$ cat config.mk
export PLATFORM = sky130hd
export DESIGN_NAME = mmio_mailbox
export DESIGN_NICKNAME = d
export VERILOG_FILES = /design/src/rtl/mmio_mailbox.sv
export SDC_FILE = /design/constraint.sdc
export NUM_CORES = 1
export LEC_CHECK = 0
export BUFFER_PORTS_ARGS = -buffer_cell sky130_fd_sc_hd__buf_4
export CORE_ASPECT_RATIO = 0.5
export CORE_MARGIN = 5
export CORE_UTILIZATION = 50
export CTS_BUF_LIST = sky130_fd_sc_hd__clkbuf_8
export DETAILED_ROUTE_END_ITERATION = 10
export MAX_ROUTING_LAYER = met4
export PLACE_DENSITY_LB_ADDON = 0.1
export SYNTH_ARGS = -nofsm -noshare
export SYNTH_HDL_FRONTEND = slang
export SYNTH_SLANG_ARGS = --single-unit
$ cat constraint.sdc
create_clock -name clk -period 3.63 [get_ports clk]
set_input_delay 0.726 -clock clk [delete_from_list [all_inputs] [get_ports clk]]
set_output_delay 0.726 -clock clk [all_outputs]
set_load 0.02 [all_outputs]
$ cat src/rtl/mmio_mailbox.sv
// -----------------------------------------------------------------------------
// mmio_mailbox
//
// Memory-mapped mailbox on the processor data-memory bus. Software sees two
// word FIFOs in a 16-byte window at BASE_ADDR:
//   0x0 TXDATA  (W)   store pushes a word toward the external host
//   0x4 RXDATA  (R)   load returns/pops the oldest word from the host
//   0x8 STATUS  (R/W1C) full/empty flags, sticky tx_ovf/rx_udf, occupancies
//   0xC CTRL    (R/W) interrupt enables, only when MBOX_IRQ_EN is defined
//
// Build option: define MBOX_IRQ_EN to enable CTRL and the registered irq
// output; otherwise CTRL reads 0 and irq is tied low.
//
// Ports:
//   clk, rst          clock; synchronous active-low reset
//   addr, wd, we, re  CPU byte address, store data, store/load strobes
//   rd, sel           combinational load data, window-select decode
//   tx_data/valid/ready  TX stream toward host (valid/ready)
//   rx_data/valid/ready  RX stream from host (valid/ready)
//   irq               interrupt request
// -----------------------------------------------------------------------------
module mmio_mailbox #(
    parameter logic [31:0] BASE_ADDR = 32'h0000_0800,
    parameter int unsigned DEPTH     = 4
) (
    input  logic        clk,
    input  logic        rst,
    input  logic [31:0] addr,
    input  logic [31:0] wd,
    input  logic        we,
    input  logic        re,
    output logic [31:0] rd,
    output logic        sel,
    output logic [31:0] tx_data,
    output logic        tx_valid,
    input  logic        tx_ready,
    input  logic [31:0] rx_data,
    input  logic        rx_valid,
    output logic        rx_ready,
    output logic        irq
);

    localparam int unsigned AW = $clog2(DEPTH);
    localparam int unsigned CW = $clog2(DEPTH) + 1;
    localparam logic [AW-1:0] PTR_ONE  = AW'(1);
    localparam logic [CW-1:0] CNT_ONE  = CW'(1);
    localparam logic [CW-1:0] CNT_ZERO = CW'(0);
    localparam logic [CW-1:0] CNT_FULL = CW'(DEPTH);

    // Occupancy as an 8-bit STATUS field (zero-extend or truncate).
    function automatic logic [7:0] cnt8(input logic [CW-1:0] c);
        cnt8 = 8'(c);
    endfunction

    logic [31:0]   tx_mem_q [DEPTH];
    logic [31:0]   rx_mem_q [DEPTH];
    logic [AW-1:0] tx_wp_q, tx_wp_d, tx_rp_q, tx_rp_d;
    logic [AW-1:0] rx_wp_q, rx_wp_d, rx_rp_q, rx_rp_d;
    logic [CW-1:0] tx_cnt_q, tx_cnt_d, rx_cnt_q, rx_cnt_d;
    logic          tx_ovf_q, tx_ovf_d, rx_udf_q, rx_udf_d;

    logic          tx_full_s, tx_empty_s, rx_full_s, rx_empty_s;
    logic          wr_tx_s, rd_rx_s, wr_st_s;
    logic          tx_push_s, tx_pop_s, rx_push_s, rx_pop_s;
    logic [31:0]   status_s, ctrl_rd_s;
    logic          unused_s;

    assign sel        = (addr[31:4] == BASE_ADDR[31:4]);
    assign unused_s   = ^addr[1:0];

    assign tx_full_s  = (tx_cnt_q == CNT_FULL);
    assign tx_empty_s = (tx_cnt_q == CNT_ZERO);
    assign rx_full_s  = (rx_cnt_q == CNT_FULL);
    assign rx_empty_s = (rx_cnt_q == CNT_ZERO);

    assign wr_tx_s    = we & sel & (addr[3:2] == 2'd0);
    assign rd_rx_s    = re & sel & (addr[3:2] == 2'd1);
    assign wr_st_s    = we & sel & (addr[3:2] == 2'd2);

    // Fullness/emptiness are pre-edge values: a same-cycle pop never rescues
    // a push into a full FIFO.
    assign tx_push_s  = wr_tx_s & ~tx_full_s;
    assign tx_pop_s   = ~tx_empty_s & tx_ready;
    assign rx_push_s  = rx_valid & ~rx_full_s;
    assign rx_pop_s   = rd_rx_s & ~rx_empty_s;

    assign tx_valid   = ~tx_empty_s;
    assign tx_data    = tx_mem_q[tx_rp_q];
    assign rx_ready   = ~rx_full_s;

    assign status_s   = {8'd0, cnt8(rx_cnt_q), cnt8(tx_cnt_q), 2'b00,
                         rx_udf_q, tx_ovf_q, rx_empty_s, rx_full_s,
                         tx_empty_s, tx_full_s};

    // Next-state for pointers, counts and sticky flags (set beats W1C).
    always_comb begin
        tx_wp_d = tx_push_s ? (tx_wp_q + PTR_ONE) : tx_wp_q;
        tx_rp_d = tx_pop_s  ? (tx_rp_q + PTR_ONE) : tx_rp_q;
        rx_wp_d = rx_push_s ? (rx_wp_q + PTR_ONE) : rx_wp_q;
        rx_rp_d = rx_pop_s  ? (rx_rp_q + PTR_ONE) : rx_rp_q;
        tx_cnt_d = tx_cnt_q;
        rx_cnt_d = rx_cnt_q;
        case ({tx_push_s, tx_pop_s})
            2'b10:   tx_cnt_d = tx_cnt_q + CNT_ONE;
            2'b01:   tx_cnt_d = tx_cnt_q - CNT_ONE;
            default: tx_cnt_d = tx_cnt_q;
        endcase
        case ({rx_push_s, rx_pop_s})
            2'b10:   rx_cnt_d = rx_cnt_q + CNT_ONE;
            2'b01:   rx_cnt_d = rx_cnt_q - CNT_ONE;
            default: rx_cnt_d = rx_cnt_q;
        endcase
        tx_ovf_d = (wr_tx_s & tx_full_s)  | (tx_ovf_q & ~(wr_st_s & wd[4]));
        rx_udf_d = (rd_rx_s & rx_empty_s) | (rx_udf_q & ~(wr_st_s & wd[5]));
    end

    // FIFO control state with synchronous active-low reset.
    always_ff @(posedge clk) begin
        if (!rst) begin
            tx_wp_q  <= '0;
            tx_rp_q  <= '0;
            rx_wp_q  <= '0;
            rx_rp_q  <= '0;
            tx_cnt_q <= '0;
            rx_cnt_q <= '0;
            tx_ovf_q <= 1'b0;
            rx_udf_q <= 1'b0;
        end else begin
            tx_wp_q  <= tx_wp_d;
            tx_rp_q  <= tx_rp_d;
            rx_wp_q  <= rx_wp_d;
            rx_rp_q  <= rx_rp_d;
            tx_cnt_q <= tx_cnt_d;
            rx_cnt_q <= rx_cnt_d;
            tx_ovf_q <= tx_ovf_d;
            rx_udf_q <= rx_udf_d;
        end
    end

    // Storage arrays; contents are meaningless until a pointer covers them.
    always_ff @(posedge clk) begin
        if (tx_push_s) begin
            tx_mem_q[tx_wp_q] <= wd;
        end
        if (rx_push_s) begin
            rx_mem_q[rx_wp_q] <= rx_data;
        end
    end

`ifdef MBOX_IRQ_EN
    logic [2:0] ctrl_q, ctrl_d;
    logic       irq_q, irq_d;
    logic       wr_ctrl_s;

    assign wr_ctrl_s = we & sel & (addr[3:2] == 2'd3);

    // CTRL write and irq condition from the current registered state.
    always_comb begin
        ctrl_d = wr_ctrl_s ? wd[2:0] : ctrl_q;
        irq_d  = (ctrl_q[0] & ~rx_empty_s) |
                 (ctrl_q[1] & tx_empty_s)  |
                 (ctrl_q[2] & (tx_ovf_q | rx_udf_q));
    end

    // CTRL and registered irq.
    always_ff @(posedge clk) begin
        if (!rst) begin
            ctrl_q <= 3'b000;
            irq_q  <= 1'b0;
        end else begin
            ctrl_q <= ctrl_d;
            irq_q  <= irq_d;
        end
    end

    assign irq       = irq_q;
    assign ctrl_rd_s = {29'd0, ctrl_q};
`else
    assign irq       = 1'b0;
    assign ctrl_rd_s = 32'd0;
`endif

    // Load-data mux; depends on addr and FIFO state only.
    always_comb begin
        rd = 32'd0;
        if (sel) begin
            case (addr[3:2])
                2'd0:    rd = 32'd0;
                2'd1:    rd = rx_empty_s ? 32'd0 : rx_mem_q[rx_rp_q];
                2'd2:    rd = status_s;
                2'd3:    rd = ctrl_rd_s;
                default: rd = 32'd0;
            endcase
        end else begin
            rd = 32'd0;
        end
    end

endmodule

Yosys cells after proc, flatten, opt, wreduce, memory -nomap -nowiden
Memory sizes are Yosys's and may differ from the RTL's. A register that Yosys moved wholly into a read port is not among the register bits.
Index checks and enable logic that the tools add are counted.
{ "word_totals": {"memories": 2, "ramBits": 256, "ff_bits": 16} }
{ "op_classes": {"eq_ne": 10, "muxes": 13, "n_bitwise": 23, "n_reduce_logical": 6, "add_sub_neg": 8} }
{ "mem_list": {"columns": ["memory", "depth", "word_bits", "read_ports", "rd_ports_with_merged_regs", "write_ports", "line", "rtl"], "rows": [
  ["rx_mem_q", 4, 32, 1, 1, 1, "56", "logic [31:0] rx_mem_q [DEPTH];"],
  ["tx_mem_q", 4, 32, 1, 1, 1, "55", "logic [31:0] tx_mem_q [DEPTH];"]
]} }
{ "op_table": {"columns": ["cell", "n"], "rows": [
  ["case mux 32 bit (3 select lines)", 1],
  ["2-to-1 mux 32 bit", 2],
  ["equality test 28 x 8 -> 1 bit (second input constant)", 1],
  ["bitwise AND 1 bit", 15],
  ["case mux 3 bit (2 select lines)", 2],
  ["adder 2 x 1 -> 2 bit (second input constant)", 4],
  ["equality test 2 bit (second input constant)", 4],
  ["2-to-1 mux 2 bit", 4],
  ["adder 3 x 1 -> 3 bit (second input constant)", 2],
  ["equality test 2 x 1 -> 1 bit (second input constant)", 3],
  ["equality test 3 bit (second input constant)", 2],
  ["zero test 3 bit", 2],
  ["NOT 1 bit", 6],
  ["subtractor 3 x 1 -> 3 bit (second input constant)", 2],
  ["2-to-1 mux 1 bit", 4],
  ["nonzero test 2 bit", 2],
  ["zero test 2 bit", 1],
  ["bitwise OR 1 bit", 2],
  ["OR reduction 2 bit", 1]
]} }

Depth between registers and ports, before layout
{ "depth": {"word_depth": 7, "depth_mapped": 10, "depth_no_buf": 10} }

Least setup slack after synthesis
No wires, ideal clock.
{ "synth_path": {"kind": "input to register", "from": "input addr[27]", "to": "memory tx_mem_q[0][0] (enable)", "n_path_buf": 0, "arrival_time_ns": 2.590, "slack_ns": 0.648, "stages": 4, "t_required_ns": 3.238, "cell_sequence": "nor4_1 nand3_2 nor4b_4 and2_1"} }
{ "synth_via": {"elab_chain_len": 6} }
{ "synth_rtl": {"columns": ["item", "line", "rtl"], "rows": [
  ["start, declared", "28", "input logic [31:0] addr,"],
  ["equality test 28 x 8 -> 1 bit", "68", "assign sel = (addr[31:4] == BASE_ADDR[31:4]);"],
  ["bitwise AND 1 bit (2 in series)", "76", "assign wr_tx_s = we & sel & (addr[3:2] == 2'd0);"],
  ["bitwise AND 1 bit", "82", "assign tx_push_s = wr_tx_s & ~tx_full_s;"],
  ["2-to-1 mux 1 bit", "142", "if (tx_push_s) begin"],
  ["2-to-1 mux 1 bit (implied by the code)", "143", "tx_mem_q[tx_wp_q] <= wd;"],
  ["end, declared", "55", null]
]} }
No other way between the ends.

Worst setup path after layout
{ "layout_path": {"from": "input addr[19]", "to": "output rd[15]"} }
{ "layout_via": {"elab_chain_len": 2} }
{ "layout_rtl": {"columns": ["item", "line", "rtl"], "rows": [
  ["equality test 28 x 8 -> 1 bit", "68", null],
  ["2-to-1 mux 32 bit", "186", "if (sel) begin"],
  ["end, declared", "32", "output logic [31:0] rd,"]
]} }
No other way between the ends.

==> impl_metrics.toml <==
[clocking]
cts_tree = "built"
post_cts_buffers = 0
cts-root-buf = "clkbuf_8"
ctsLongestPathBuffers = 3
cts_sinks = 276
insertion_delay_ns = 0.52
h-tree-depth = 2
cts.reportedPaths.clkPinSlew_ns = 0.06
cts_hold_buf = 0
cts_buffers = 38
cts_resized = 0

[timing]
period_needed_ns = 3.21
finalMaxSlewViolations = 0
fin_worst_skew_ns = 0.0186
period_share = 0.884
setup_viol = 0
slew_headroom = 0.396
finalHoldViolCount = 0
setup_tns_ns = 0
rsz0062_at_grt = "no"
worstMarginPinSlew_ns = 0.905
max_clock_freq_ghz = 0.312

[cells_and_area]
antennaDiodeCount = 0
final_cell_area_um2 = 13100
fillCellCount = 1500
area.growth.synth_to_final_pct = 21.5
nets = 823
stdcell_count = 1006
drive_gt1_frac = 0.422
fin_util = 0.627

[yosys]
yosysSeqAreaShare = 0.752
synth_flop_cell = "edfxtp_1"
yosysMostFrequentCell = "edfxtp_1"
yosysWarnings = 0
synth.area.top_cells = "edfxtp_1 (71%), mux4_2 (13%), dfxtp_1 (3.7%), and2_1 (1.5%), ha_1 (1.2%)"
avgSynthCellArea_um2 = 21.0
synth_cell_types = 44
syn_area_um2 = 10800
synth_edf_count = 256
async_reset_ff_frac = 0
yosysTopAreaCell = "edfxtp_1"
synth_commonest_cells = "edfxtp_1 (256), mux4_2 (64), and2_1 (26)"
syn-num-nets = 627
synthCells = 513
synth_top_area_share = 0.715
ys_ff_latch = 276

[floorplanning]
coreArea_um2 = 20800
die_h_um = 114
pin_count = 170
rows = 37
start_util = 0.516
die_area_um2 = 24700
die_x_um = 217

[setup_path]
critPathCaptureType = "primary output"
worstSetupPathType = "input port to primary output"
r2r_slack_ns = 1.13
rr_worst_depth = 9
startpoint_type = "input port"
timing.rr.start = "rx_cnt_q[2]"
timing.rr.end = "rx_cnt_q[2]"
cp-startpoint = "addr[19]"
cp.required_ns = 2.90
worstPathArrival_ns = 2.48
crit_fanout = 29

[pwr]
power.density_nw_per_um2 = 453
peakVddDrop_uv = 302
p_leak_nw = 4.51

[global_route]
antenna_found_initial = 0
grt_max_degree = 33
grt_usage = 0.175
grt_remaining_overflow = 0
grt_pass1_vias = 5763
grt_pass1_wl_um = 32400

[hold_path]
hold_start = "wd[1]"
worstHoldPathCells = 1
hold_path.class = "input port to register"
whs_endpoint = "tx_mem_q[0][1]"

[placement]
io_buffers = 166
place_congestion = 0.735
dpl_cell_area_um2 = 12400
dp.cells = 942
place_hpwl_um = 13000

[route]
vias = 5368
first_pass_iters = 4
detail-route-antenna-nets = 0
drtIter0Drc = 369
wire_per_inst_um = 20.6
vias_per_cell = 5.34
drc = 0
drt_wl_total_um = 20800

[flow_run]
maxCapViolCount = 0

[outcome]
status = "finished clean"
worst max path at each step:
stage	to	slack (ns)
after detailed placement	rx_cnt_q[2]	0.31
after CTS	rd[15]	0.42
after global routing	rd[15]	0.29
after floorplan	tx_mem_q[0][0]	0.65
final	rd[15]	0.42
after global placement	rx_cnt_q[2]	0.39
worst max-delay path, stage by stage:
cell and delay (ns):
buf_4 0.11, nor4_1 0.34, nand3_2 0.34, nor4_4 0.39
buf_12 0.23, and2_1 0.19, buf_4 0.16
layout make-up:
class,instances,area (um^2),share of cell area
sequential,276,8090,0.619
clock inverter,23,90.1,0.00690
multi-input combinational,201,2510,0.193
inverter,15,56.3,0.00431
tap,273,342,0.0261
timing repair buffer,177,1400,0.107
clock buffer,41,564,0.0432
stage by stage:
stage | setup slack (ns) | hold slack [ns] | power (mW)
floorplan | 0.648 | 0.444 | 3.73
global placement | 0.391 | 0.470 | 3.86
detailed placement | 0.307 | 0.481 | 3.88
CTS | 0.419 | 0.360 | 5.99
global route | 0.289 | 0.355 | 6.16
finish | 0.422 | 0.401 | 5.91
layout by cell type, fill, tap and decap left out, types with 5 or more instances in the layout:
master / n
nand2_1: 9
clkbuf_8: 41
and2_1: 22
buf_4: 171
nor2_1: 14
mux4_2: 64
xor2_1: 5
ha_1: 10
a22o_1: 9
dfxtp_1: 16
edfxtp_1: 256
a21oi_1: 8
buf_12: 6
inv_1: 32
state kept, by name (all words and copies together), names as in the netlist, named ones only:
name      flops
rx_rp_q       2
tx_mem_q    128
rx_mem_q    128
tx_wp_q       2
tx_ovf_q      1
tx_cnt_q      3
tx_rp_q       2
rx_wp_q       2
rx_udf_q      1
rx_cnt_q      3
metal layers:
layer / GRT usage / up-vias / wire length [um]
met2: 0.292 / 117 / 10600
li1: - / 2475 / -
met3: 0.0504 / 23 / 1160
met1: 0.220 / 2753 / 8770
met5: - / - / 0
met4: 0.0328 / 0 / 209
cell families after synthesis:
logic type	after synthesis	share of synthesized area
flip-flops	276	0.752
AND/OR/NAND/NOR	89	0.0584
multiplexers	68	0.138
buffers and inverters	36	0.0151
AO/OA/AOI/OAI	24	0.0154
adder cells (fa/ha/maj)	12	0.0154
XOR/XNOR	7	0.00570
other	1	0.000349
power breakdown:
group / switching, mW / internal [mW] / total, mW
logic: 0.120 / 0.116 / 0.235
registers: 0.0191 / 3.55 / 3.57
clock network: 1.07 / 1.03 / 2.11
Power figures use the tool's default switching activity.
